**src/rtl/ft601_tx_framer.sv**
```systemverilog
// ft601_tx_framer
// Packs a 32-bit sample stream into packets of the form header, 1..MAX_WORDS payload
// words, trailer. Each packet is written into the FT601 write buffer and pushed to the
// read side. The next packet does not start until the buffer has drained completely,
// so the buffer only ever holds one packet.
module ft601_tx_framer #(
   parameter int MAX_WORDS = 1024,  // payload words per packet, 1..4092
   parameter int TIMEOUT   = 4096   // idle cycles before a partial packet is closed, >= 2
) (
   input  logic        wr_clk,
   input  logic        wr_reset,
   input  logic [31:0] s_data,
   input  logic        s_valid,
   output logic        s_ready,
   output logic [35:0] wr_data,
   output logic        wr_en,
   output logic        wr_push,
   input  logic        writeable,
   input  logic        almost_unwriteable,
   output logic [15:0] pkt_seq,
   output logic        busy,
   output logic        timeout_flush,
   output logic        early_close
);

   // idle_cnt never needs to hold more than TIMEOUT-2
   localparam int IDLE_W = (TIMEOUT > 2) ? $clog2(TIMEOUT) : 1;

   localparam logic [15:0] HDR_MARK = 16'hA55A;
   localparam logic [15:0] TRL_MARK = 16'h5AA5;
   localparam logic [3:0]  BYTE_EN  = 4'hF;

   typedef enum logic [2:0] {
      IDLE,
      HDR,
      PAY,
      TRL,
      DRN_LO,
      DRN_HI
   } state_t;

   state_t            state, state_nxt;
   logic [11:0]       pay_cnt, pay_cnt_nxt;
   logic [IDLE_W-1:0] idle_cnt, idle_cnt_nxt;
   logic [15:0]       pkt_seq_nxt;

   // State and counter registers; reset abandons any packet in flight.
   // NOTE: sequential state is updated only with non-blocking assignments so every
   // register samples the pre-edge values regardless of statement order.
   always_ff @(posedge wr_clk) begin
      if (wr_reset) begin
         state    <= IDLE;
         pay_cnt  <= '0;
         idle_cnt <= '0;
         pkt_seq  <= '0;
      end else begin
         state    <= state_nxt;
         pay_cnt  <= pay_cnt_nxt;
         idle_cnt <= idle_cnt_nxt;
         pkt_seq  <= pkt_seq_nxt;
      end
   end

   // Next-state logic and buffer-side outputs, combinational so the buffer sees them with no added latency.
   // NOTE: every signal assigned here gets a default first; a path that skipped one
   // would otherwise infer a latch.
   always_comb begin
      state_nxt     = state;
      pay_cnt_nxt   = pay_cnt;
      idle_cnt_nxt  = idle_cnt;
      pkt_seq_nxt   = pkt_seq;
      s_ready       = 1'b0;
      wr_en         = 1'b0;
      wr_push       = 1'b0;
      wr_data       = '0;
      timeout_flush = 1'b0;
      early_close   = 1'b0;

      unique case (state)
         IDLE: begin
            if (s_valid && writeable) state_nxt = HDR;
         end

         HDR: begin
            wr_en        = 1'b1;
            wr_data      = {BYTE_EN, HDR_MARK, pkt_seq};
            pay_cnt_nxt  = '0;
            idle_cnt_nxt = '0;
            state_nxt    = PAY;
         end

         PAY: begin
            if (almost_unwriteable) begin
               // buffer nearly full: close now so the trailer still fits
               early_close = 1'b1;
               state_nxt   = TRL;
            end else begin
               s_ready = 1'b1;
               if (s_valid) begin
                  wr_en        = 1'b1;
                  wr_data      = {BYTE_EN, s_data};
                  pay_cnt_nxt  = pay_cnt + 12'd1;
                  idle_cnt_nxt = '0;
                  if (pay_cnt == 12'(MAX_WORDS - 1)) state_nxt = TRL;
               end else if (idle_cnt == IDLE_W'(TIMEOUT - 2)) begin
                  // this is idle cycle TIMEOUT-1, so the trailer lands TIMEOUT cycles after the last accept
                  timeout_flush = 1'b1;
                  state_nxt     = TRL;
               end else begin
                  idle_cnt_nxt = idle_cnt + IDLE_W'(1);
               end
            end
         end

         TRL: begin
            wr_en       = 1'b1;
            wr_push     = 1'b1;
            wr_data     = {BYTE_EN, TRL_MARK, 4'h0, pay_cnt};
            pkt_seq_nxt = pkt_seq + 16'd1;
            state_nxt   = DRN_LO;
         end

         // writeable must first be seen low, so a level left over from before the push is not mistaken for drained
         DRN_LO: begin
            if (!writeable) state_nxt = DRN_HI;
         end

         DRN_HI: begin
            if (writeable) state_nxt = IDLE;
         end

         default: state_nxt = IDLE;
      endcase
   end

   assign busy = (state != IDLE);

endmodule
```
**config.mk**
```make
export PLATFORM = sky130hd
export DESIGN_NAME = ft601_tx_framer
export DESIGN_NICKNAME = d
export VERILOG_FILES = /design/src/rtl/ft601_tx_framer.sv
export SDC_FILE = /design/constraint.sdc
export NUM_CORES = 1
export LEC_CHECK = 0
export CORE_ASPECT_RATIO = 0.6
export CORE_MARGIN = 5
export CORE_UTILIZATION = 40
export CTS_BUF_LIST = sky130_fd_sc_hd__clkbuf_16
export CTS_CLUSTER_DIAMETER = 60
export DETAILED_ROUTE_END_ITERATION = 8
export HOLD_SLACK_MARGIN = 0.06
export PLACE_DENSITY = 0.75
export SYNTH_ARGS = -nofsm -noshare
export SYNTH_HDL_FRONTEND = slang
export SYNTH_SLANG_ARGS = --single-unit
```
**constraint.sdc**
```tcl
create_clock -name wr_clk -period 5.2 [get_ports wr_clk]
set_input_delay 0.78 -clock wr_clk [delete_from_list [all_inputs] [get_ports wr_clk]]
set_output_delay 0.78 -clock wr_clk [all_outputs]
set_load 0.005 [all_outputs]
```
==> qor.yml, run 1 <==
routedWlPerCell_um: 16.0
drive_gt1_share_pct: 6.05
gp_congestion: 0.945
endpoint_kind: "output pin"
synth_flop_cell: "dfxtp_1"
syn_inst: 316
arrival_ps: 3360
vdd_ir_drop_max_mv: 0.199
routed_wl_mm: 7.71
die_x_um: 113
cts_buffers: 5
stdcell_area_mm2: 0.00366
ys_ff_latch: 43
critPathTopFamily: "simple AND/OR/NAND/NOR gates"
start_util_pct: 41.5
dr_total_vias: 2591
grt_setup_unrepaired: "false"
post-place-ws_ps: 1120
antenna_found_initial: 0
synthToLayoutAreaGrowth_pct: 43.6
slew_viol_final: 0
first_global_vias: 2458
grtUsageTotal_pct: 18.2
avgSynthCellArea_um2: 8.06
synth_top_family_by_area: "simple AND/OR/NAND/NOR gates"
rows: 22
synth_top_area_share_pct: 33.8
num-fill-cells: 543
drtIter0Drc: 281
dieArea_mm2: 0.00811
drt-pass1-iter-count: 5
synth_compound_area_share_pct: 19.4
synth-xor-area-share_pct: 10.7
cp-start-kind: "flop"
cp.buffers_inverters: 4
cts.clk_slew.worst_paths_ps: 60
syn_nets: 357
cts_tree: "yes"
seq_area_frac_synth_pct: 33.8
hpwl_mm: 5.73
crit_slowest_cell: "and2_1"
drc_errors: 0
cts_num_sinks: 43
synth-adder-area-share_pct: 1.97
powerDensity_mw_per_mm2: 225
crit_chain: "inv_2 -> nor3_4 -> nand2b_2 -> inv_2 -> and2_1 -> buf_4 -> a21o_1 -> clkdlybuf4s50_1"
yosys.area.top_type: "dfxtp_1"
cts_resized: 0
leakage_nw: 1.36
finalSetupTns_ps: 0
fmax_ghz: 0.242
synth_common_cells: "nor2_1 (44), dfxtp_1 (43), a21oi_1 (26)"
yosysWarnings: 0
place_area_mm2: 0.00349
worst_pin_slew_ps: 1080
path_max_fanout: 25
outcome: "complete, no violations"
hold_viol: 0
slew_headroom_pct: 28.3
synth_simple_gate_area_share_pct: 25.8
clock_latency_ps: 280
setup_ws_ps: 1060
critical_path_class: "flop to output pin"
yosysMostFrequentCell: "nor2_1"
fin_skew_ps: 6.48
synth_edf_count: 0
core_area_mm2: 0.00614
timing.final.crit_share_pct: 79.6
cts-root-buf: "clkbuf_16"
postRouteAntennaNets: 0
cts_buffer_depth: 2
hold_buffers: 0
grt_first_pass_wirelength_mm: 12.2
fin_nets: 437
setup_viol: 0
io_pins: 95
ys_types: 44
cts_max_level: 2
critPathRequiredTime_ps: 4420
async_flop_share_pct: 0
vias_per_cell: 5.39
postCtsSetupRepairBufs: 0
holdCritPathClass: "flop to flop"
final.min_clock_period_ps: 4140
netlist_area_mm2: 0.00255
grt_max_degree: 30
grt-ovfl-total: 0
portBuffers: 94
die_h_um: 71.8
yosys-mux-area-fraction_pct: 0.393
cpMostUsedCell: "inv_2"
slowest_delay_ps: 790
max_cap_violations: 0
n_antenna_cell: 0
synth.top_cells.by_area: "dfxtp_1 (34%), xnor2_1 (8.6%), nor2_1 (6.5%)"
-- path summary, 6_finish.rpt --
check                                        startpoint                  endpoint  slack, ps  cells after the start
worst max-delay path              state[1]$_SDFFE_PP0P_               wr_data[28]       1060                      8
worst max register to register    state[1]$_SDFFE_PP0P_  pkt_seq[12]$_SDFFE_PP0P_       2320                      5
worst min-delay path            pay_cnt[1]$_SDFFE_PP0P_   pay_cnt[1]$_SDFFE_PP0P_        520                      2
worst min register to register  pay_cnt[1]$_SDFFE_PP0P_   pay_cnt[1]$_SDFFE_PP0P_        520                      2
-- kinds of logic after synthesis --
family,after synthesis
AOI/OAI and AO/OA,71
xor gates and xnor gates,31
adders and majority gates,4
buffers and inverters,45
DFF,43
muxes,1
and+or+nand+nor,121
-- worst min-delay path: cells and delay by family (launching register included) --
family             cells  cell delay [ps]
DFF                    1              340
AOI/OAI and AO/OA      1               60
and+or+nand+nor        1               70
-- layout by cell type (no fill, tap or decap), types with 6 or more instances in the layout --
cell             count
nor2_1              44
a21oi_1             26
and4_1               8
nand2_1             20
nor3_2               6
clkdlybuf4s50_1     94
dfxtp_1             43
a21o_1               8
o21ai_1              8
nand3_1              8
inv_1               20
xnor2_1             25
xor2_1               6
a222oi_1            12
-- where the power goes --
| part | leakage [nW] | switching [mW] | internal, mW |
|---|---|---|---|
| Sequential | 0.347 | 0.00891 | 0.333 |
| Combinational | 0.934 | 0.0585 | 0.0750 |
| Clock | 0.0812 | 0.123 | 0.224 |
-- sequential cells by signal (all words and copies together) (netlist names) --
signal / count
idle_cnt: 12
pay_cnt: 12
pkt_seq: 16
state: 3
-- per-layer routing --
| metal | vias to the layer above | track usage [%] | share of wire [%] |
|---|---|---|---|
| li1 | 1271 | - | - |
| met1 | 1196 | 25.5 | 48 |
| met2 | 113 | 27.2 | 41 |
| met3 | 11 | 5.49 | 9.0 |
| met4 | 0 | 5.20 | 1.3 |
| met5 | - | 0 | 0 |
-- final cells by class --
class	instances	area [um2]	share of cell area [%]
Clock buffer	5	125	3.42
Clock inverter	3	38.8	1.06
Inverter	22	82.6	2.26
Multi-Input combinational cell	228	1490	40.7
Sequential cell	43	861	23.5
Tap cell	84	105	2.87
Timing Repair Buffer	96	956	26.1
-- stage by stage --
stage,utilization (%),instances,hold WS [ps],total power [mW]
after global routing,59.6,481,552,0.855
final,59.6,481,520,0.822
after detailed placement,56.9,473,516,0.483
after floorplan,-,316,462,0.408
after global placement,56.9,473,496,0.481
after CTS,59.6,481,525,0.828
Note: power is estimated with default switching activity, not from simulation.
==> inputs of run 2 (changes only) <==
==> constraint.sdc (replaced) <==
create_clock -name wr_clk -period 4.2 [get_ports wr_clk]
set_input_delay 0.63 -clock wr_clk [delete_from_list [all_inputs] [get_ports wr_clk]]
set_output_delay 0.63 -clock wr_clk [all_outputs]
set_load 0.005 [all_outputs]
==> run 2 against run 1 <==
Setup slack worse by 410 ps. Hold slack worse by 9.3 ps. Critical path depth up 1. Clock-buffer cell count unchanged. Register-to-register slack worse by 780 ps. Final area down 0.31%. Critical endpoint is now wr_data[22]. Die area unchanged. Clock skew up 1.7 ps.
==> qor.yml, run 2 (same netlist as run 1, synthesis figures left out) <==
n_antenna_cell: 0  # unchanged
cts_buffer_depth: 2  # unchanged
powerDensity_mw_per_mm2: 262  # +17%
drc_errors: 0  # unchanged
final.min_clock_period_ps: 3550
rows: 22  # unchanged
die_x_um: 113  # unchanged
max_cap_violations: 0  # unchanged
largest_reg_flops: 16  # unchanged
critPathRequiredTime_ps: 3570  # -850 ps
grt_first_pass_wirelength_mm: 12.4  # +1.9%
r2r_slack_ps: 1540  # -780 ps
p_clk_share_pct: 38.1  # -4.0 points
fin_skew_ps: 8.18  # +1.69 ps
grtUsageTotal_pct: 18.5  # +0.24 points
synthToLayoutAreaGrowth_pct: 43.2
vdd_ir_drop_max_mv: 0.176  # -12%
start_util_pct: 41.5  # unchanged
post-place-ws_ps: 856  # -268 ps
grt_setup_unrepaired: "false"
switchingPower_mw: 0.234  # +23%
vias_per_cell: 5.42  # +0.59%
drtIter0Drc: 225  # -20%
seq_power_share_pct: 44.4  # +2.8 points
crit_slowest_cell: "dfxtp_1"
outcome: "complete, no violations"
portBuffers: 94  # unchanged
setup_viol: 0  # unchanged
dr_total_vias: 2617  # +1.0%
cp-start-kind: "flop"
holdCritPathClass: "flop to flop"
stdcell_area_mm2: 0.00365  # -0.31%
first_global_vias: 2398  # -2.4%
die_h_um: 71.8  # unchanged
hold_buffers: 0  # unchanged
cpMostUsedCell: "inv_2"
dieArea_mm2: 0.00811  # unchanged
grt-ovfl-total: 0  # unchanged
arrival_ps: 2920  # -440 ps
setup_ws_ps: 655  # -407 ps
crit_chain: "inv_2 -> nor3_4 -> nand2b_2 -> inv_2 -> and2_1 -> buf_4 -> nand2_1 -> a21oi_1 -> clkdlybuf4s50_1"
path_max_fanout: 32  # +28%
gp_congestion: 0.876  # -7.3%
p_int_mw: 0.721  # +14%
total_power_mw: 0.955  # +16%
drive_gt1_share_pct: 6.27  # +0.22 points
cts_max_level: 2  # unchanged
cp.buffers_inverters: 4  # unchanged
timing.final.crit_share_pct: 84.4
hpwl_mm: 5.63  # -1.7%
finalSetupTns_ps: 0  # unchanged
p_sw_share_pct: 24.5  # +1.4 points
slew_headroom_pct: 50.4  # +22 points
clock_latency_ps: 280  # about the same
slew_viol_final: 0  # unchanged
fmax_ghz: 0.282
cts_buffers: 5  # unchanged
cts_num_sinks: 43  # unchanged
worst_pin_slew_ps: 744  # -332 ps
critical_path_class: "flop to output pin"
postCtsSetupRepairBufs: 0  # unchanged
postRouteAntennaNets: 0  # unchanged
cts-root-buf: "clkbuf_16"
cts_resized: 0  # unchanged
io_pins: 95  # unchanged
slowest_delay_ps: 660  # -130 ps
antenna_found_initial: 0  # unchanged
fin_nets: 439  # +0.46%
layout_commonest_cell: "clkdlybuf4s50_1"
cts_tree: "yes"
endpoint_kind: "output pin"
core_area_mm2: 0.00614  # unchanged
cts.clk_slew.worst_paths_ps: 60  # about the same
drt-pass1-iter-count: 4  # -1
routedWlPerCell_um: 15.9  # -0.75%
combPwrFrac_pct: 17.5  # +1.3 points
regMostFlops: "pkt_seq"
place_area_mm2: 0.00351  # +0.43%
hold_viol: 0  # unchanged
leakage_nw: 1.37  # +0.38%
critPathTopFamily: "buffers and inverters"
grt_max_degree: 33  # +10%
routed_wl_mm: 7.68  # -0.34%
layout_common_cells: "clkdlybuf4s50_1 (94), nor2_1 (44), dfxtp_1 (43)"
largestRegisters: "pkt_seq: 16 flops, idle_cnt: 12 flops, pay_cnt: 12 flops"
==> run 2: changes by cell type in the layout (fill, tap and decap cells not counted) <==
cell,delta
buf_4,+2
bufinv_16,-1
clkinv_1,-1
inv_1,+2
==> run 2: area by class of cell <==
cell class / count / area [um2]
Clock buffer: 5 / 125
Clock inverter: 3 / 12.5
Fill cell: 550 / 2490
Inverter: 22 / 82.6
Multi-Input combinational cell: 228 / 1490
Sequential cell: 43 / 861
Tap cell: 84 / 105
Timing Repair Buffer: 98 / 971
==> run 2: path summary, 6_finish.rpt <==
| path | startpoint | cells past startpoint | endpoint |
|---|---|---|---|
| hold reg to reg | pay_cnt[1]$_SDFFE_PP0P_ | 2 | pay_cnt[1]$_SDFFE_PP0P_ |
| setup reg to reg | state[1]$_SDFFE_PP0P_ | 5 | idle_cnt[6]$_SDFFE_PP0P_ |
| hold / removal | pay_cnt[1]$_SDFFE_PP0P_ | 2 | pay_cnt[1]$_SDFFE_PP0P_ |
| setup / recovery | state[1]$_SDFFE_PP0P_ | 9 | wr_data[22] |
==> run 2: power groups by stage <==
stage | logic (mW) | clock network, mW | registers [mW]
detailed placement | 0.167 | 0 | 0.433
global route | 0.182 | 0.389 | 0.425
finish | 0.167 | 0.364 | 0.424
floorplan | 0.0779 | 0 | 0.427
CTS | 0.167 | 0.369 | 0.424
global placement | 0.164 | 0 | 0.432
==> run 2: worst register-to-register path: cells and delay by family (launching register included) <==
family | cells | cell delay (ps)
flops | 1 | 480
simple gates | 4 | 1690
buf+inv | 1 | 350
==> run 2: through the flow <==
stage	utilization (%)	hold slack, ps	std cells
after detailed placement	57.2	505	475
after global placement	57.2	497	475
final	59.4	510	483
after global routing	59.4	542	483
after CTS	59.4	513	483
after floorplan	-	462	316
==> run 2: layer usage <==
metal,global-route usage [%],share of wire [%],vias up
met3,5.82,9.5,7
met5,0,0,-
met1,26.3,48,1228
li1,-,-,1268
met4,3.47,0.91,0
met2,27.6,41,114
==> inputs of run 3 (changes only) <==
--- a/config.mk
+++ b/config.mk
@@ -12,7 +12,7 @@
 export CTS_CLUSTER_DIAMETER = 60
 export DETAILED_ROUTE_END_ITERATION = 8
 export HOLD_SLACK_MARGIN = 0.06
-export PLACE_DENSITY = 0.75
+export PLACE_DENSITY = 0.78
 export SYNTH_ARGS = -nofsm -noshare
 export SYNTH_HDL_FRONTEND = slang
 export SYNTH_SLANG_ARGS = --single-unit
==> constraint.sdc (replaced) <==
create_clock -name wr_clk -period 2.95 [get_ports wr_clk]
set_input_delay 0.4425 -clock wr_clk [delete_from_list [all_inputs] [get_ports wr_clk]]
set_output_delay 0.4425 -clock wr_clk [all_outputs]
set_load 0.005 [all_outputs]
==> run 3 against run 2 <==
Clock skew is 3.4 ps lower. Critical path depth is 4 lower. Core utilization is 1.0 points higher. Global-route usage fell by 0.15 points. Power rose by 45%. Sequential share of layout area decreased by 0.39 points. Clock-buffer cell count did not move. Wire length is 2.4% lower. Sequential power rose by 41%. Setup slack worse by 460 ps. Hold slack worse by 13 ps. Die area stayed put. Critical endpoint is now wr_data[28]. Largest power group unchanged.
==> qor.yml, run 3 (same netlist as run 1, synthesis figures left out) <==
hold_buffers: 0  # unchanged
utilization_pct: 60.4  # +1.0 points
routed_wl_mm: 7.50  # -2.4%
routedWlPerCell_um: 15.3  # -3.6%
finalSetupTns_ps: 0  # unchanged
cts_num_sinks: 43  # unchanged
r2r-end: "pkt_seq[6]$_SDFFE_PP0P_"
cts.clk_slew.worst_paths_ps: 60  # about the same
wl_met3_um: 733  # +0.14%
stdcell_area_mm2: 0.00371  # +1.7%
layout_commonest_cell: "clkdlybuf4s50_1"
cts_tree: "yes"
r2r-start: "state[1]$_SDFFE_PP0P_"
cp-endpoint: "wr_data[28]"
vdd_ir_drop_max_mv: 0.289  # +65%
dieArea_mm2: 0.00811  # unchanged
antenna_found_initial: 0  # unchanged
final_cells: 489  # +1.2%
synthToLayoutAreaGrowth_pct: 45.6
die_x_um: 113  # unchanged
largest_reg_flops: 16  # unchanged
cp_num_cells: 5  # -4
grt_setup_unrepaired: "false"
rows: 22  # unchanged
min_delay_path_depth: 2  # unchanged
cp.buffers_inverters: 3  # -1
num-fill-cells: 522  # -5.1%
rr_worst_depth: 6  # +1
endpoint_kind: "output pin"
startpoint: "state[1]$_SDFFE_PP0P_"
outcome: "complete, no violations"
final.min_clock_period_ps: 2760
crit_slowest_cell: "and3b_1"
regMostFlops: "pkt_seq"
fin_nets: 445  # +1.4%
hold_path.startpoint: "pay_cnt[1]$_SDFFE_PP0P_"
die_h_um: 71.8  # unchanged
fmax_ghz: 0.363
critical_path_class: "flop to output pin"
cts_buffers: 5  # unchanged
leakage_nw: 1.40  # +2.1%
path_max_fanout: 15  # -53%
arrival_ps: 2310  # -610 ps
setup_viol: 0  # unchanged
cp-start-kind: "flop"
gp_congestion: 0.891  # +1.8%
top_layer_used: "met4"
postRouteAntennaNets: 0  # unchanged
dpl.cell_count: 481  # +1.3%
vias_per_cell: 5.40  # -0.32%
layout_common_cells: "clkdlybuf4s50_1 (94), nor2_1 (44), dfxtp_1 (43)"
critPathTopFamily: "buffers and inverters"
worst_pin_slew_ps: 716  # -27.8 ps
core_area_mm2: 0.00614  # unchanged
cpMostUsedCell: "buf_4"
first_global_vias: 2452  # +2.3%
hold_viol: 0  # unchanged
drtIter0Drc: 304  # +35%
slew_viol_final: 0  # unchanged
grt-ovfl-total: 0  # unchanged
place_area_mm2: 0.00357  # +1.6%
drt-pass1-iter-count: 5  # +1
grt_first_pass_wirelength_mm: 12.3  # -0.94%
slowest_delay_ps: 580  # -80 ps
n_antenna_cell: 0  # unchanged
critPathRequiredTime_ps: 2510  # -1060 ps
io_pins: 95  # unchanged
timing.final.crit_share_pct: 93.5
wirelength_met1_mm: 3.67  # -1.2%
start_util_pct: 41.5  # unchanged
powerDensity_mw_per_mm2: 372  # +42%
grt_max_degree: 33  # unchanged
dr_total_vias: 2641  # +0.92%
clock_latency_ps: 280  # about the same
cts_max_level: 2  # unchanged
cts_resized: 0  # unchanged
r2r_slack_ps: 610  # -930 ps
max_cap_violations: 0  # unchanged
postCtsSetupRepairBufs: 0  # unchanged
cts-root-buf: "clkbuf_16"
holdCritPathClass: "flop to flop"
drive_gt1_share_pct: 7.90  # +1.6 points
cts_buffer_depth: 2  # unchanged
grtUsageTotal_pct: 18.3  # -0.15 points
crit_chain: "buf_4 -> and3b_1 -> buf_4 -> a21o_1 -> clkdlybuf4s50_1"
drc_errors: 0  # unchanged
portBuffers: 94  # unchanged
slew_headroom_pct: 52.2  # +1.9 points
dr_wl_met2_mm: 3.04  # -4.0%
hpwl_mm: 5.66  # +0.46%
fin_skew_ps: 4.76  # -3.42 ps
largestRegisters: "pkt_seq: 16 flops, idle_cnt: 12 flops, pay_cnt: 12 flops"
## run 3: layer usage
metal,track usage [%],vias to the layer above
met5,0,-
met2,27.1,136
met3,4.89,7
met1,26.7,1212
met4,3.60,0
li1,-,1286
## run 3: area by class of cell
class	count	area, um2	area share [%]
inverters	22	82.6	2.23
flip-flops and latches	43	861	23.2
multi-input cells	228	1490	40.2
repair buffers	104	1030	27.7
well taps	84	105	2.83
clock buffers	5	125	3.37
clock inverters	3	16.3	0.439
## run 3: worst min-delay path by stage
| stage | end | slack [ps] |
|---|---|---|
| floorplan | pay_cnt[1]$_SDFFE_PP0P_ | 460 |
| global route | pay_cnt[1]$_SDFFE_PP0P_ | 530 |
| global placement | idle_cnt[9]$_SDFFE_PP0P_ | 490 |
| finish | pay_cnt[1]$_SDFFE_PP0P_ | 500 |
| CTS | pay_cnt[1]$_SDFFE_PP0P_ | 500 |
| detailed placement | pay_cnt[1]$_SDFFE_PP0P_ | 490 |
## run 3: worst register-to-register path: cells and delay by family (launching register included)
family          cells  cell delay (ps)
simple gates        3             1370
buf+inv             2              430
flops               1              340
compound gates      1              150
## run 3: stage by stage
step / worst slack [ps] / power (mW) / hold slack (ps)
6_report: 193 / 1.38 / 497
5_1_grt: 61.4 / 1.45 / 528
4_1_cts: 215 / 1.39 / 497
3_5_place_dp: 252 / 0.859 / 485
3_3_place_gp: 285 / 0.855 / 492
2_1_floorplan: 1050 / 0.718 / 462
## run 3: report_power, final
| part | leakage (nW) | switching, mW | total (mW) | internal, mW |
|---|---|---|---|---|
| combinational | 0.978 | 0.109 | 0.248 | 0.139 |
| sequential | 0.347 | 0.0108 | 0.598 | 0.588 |
| clock | 0.0710 | 0.225 | 0.534 | 0.309 |
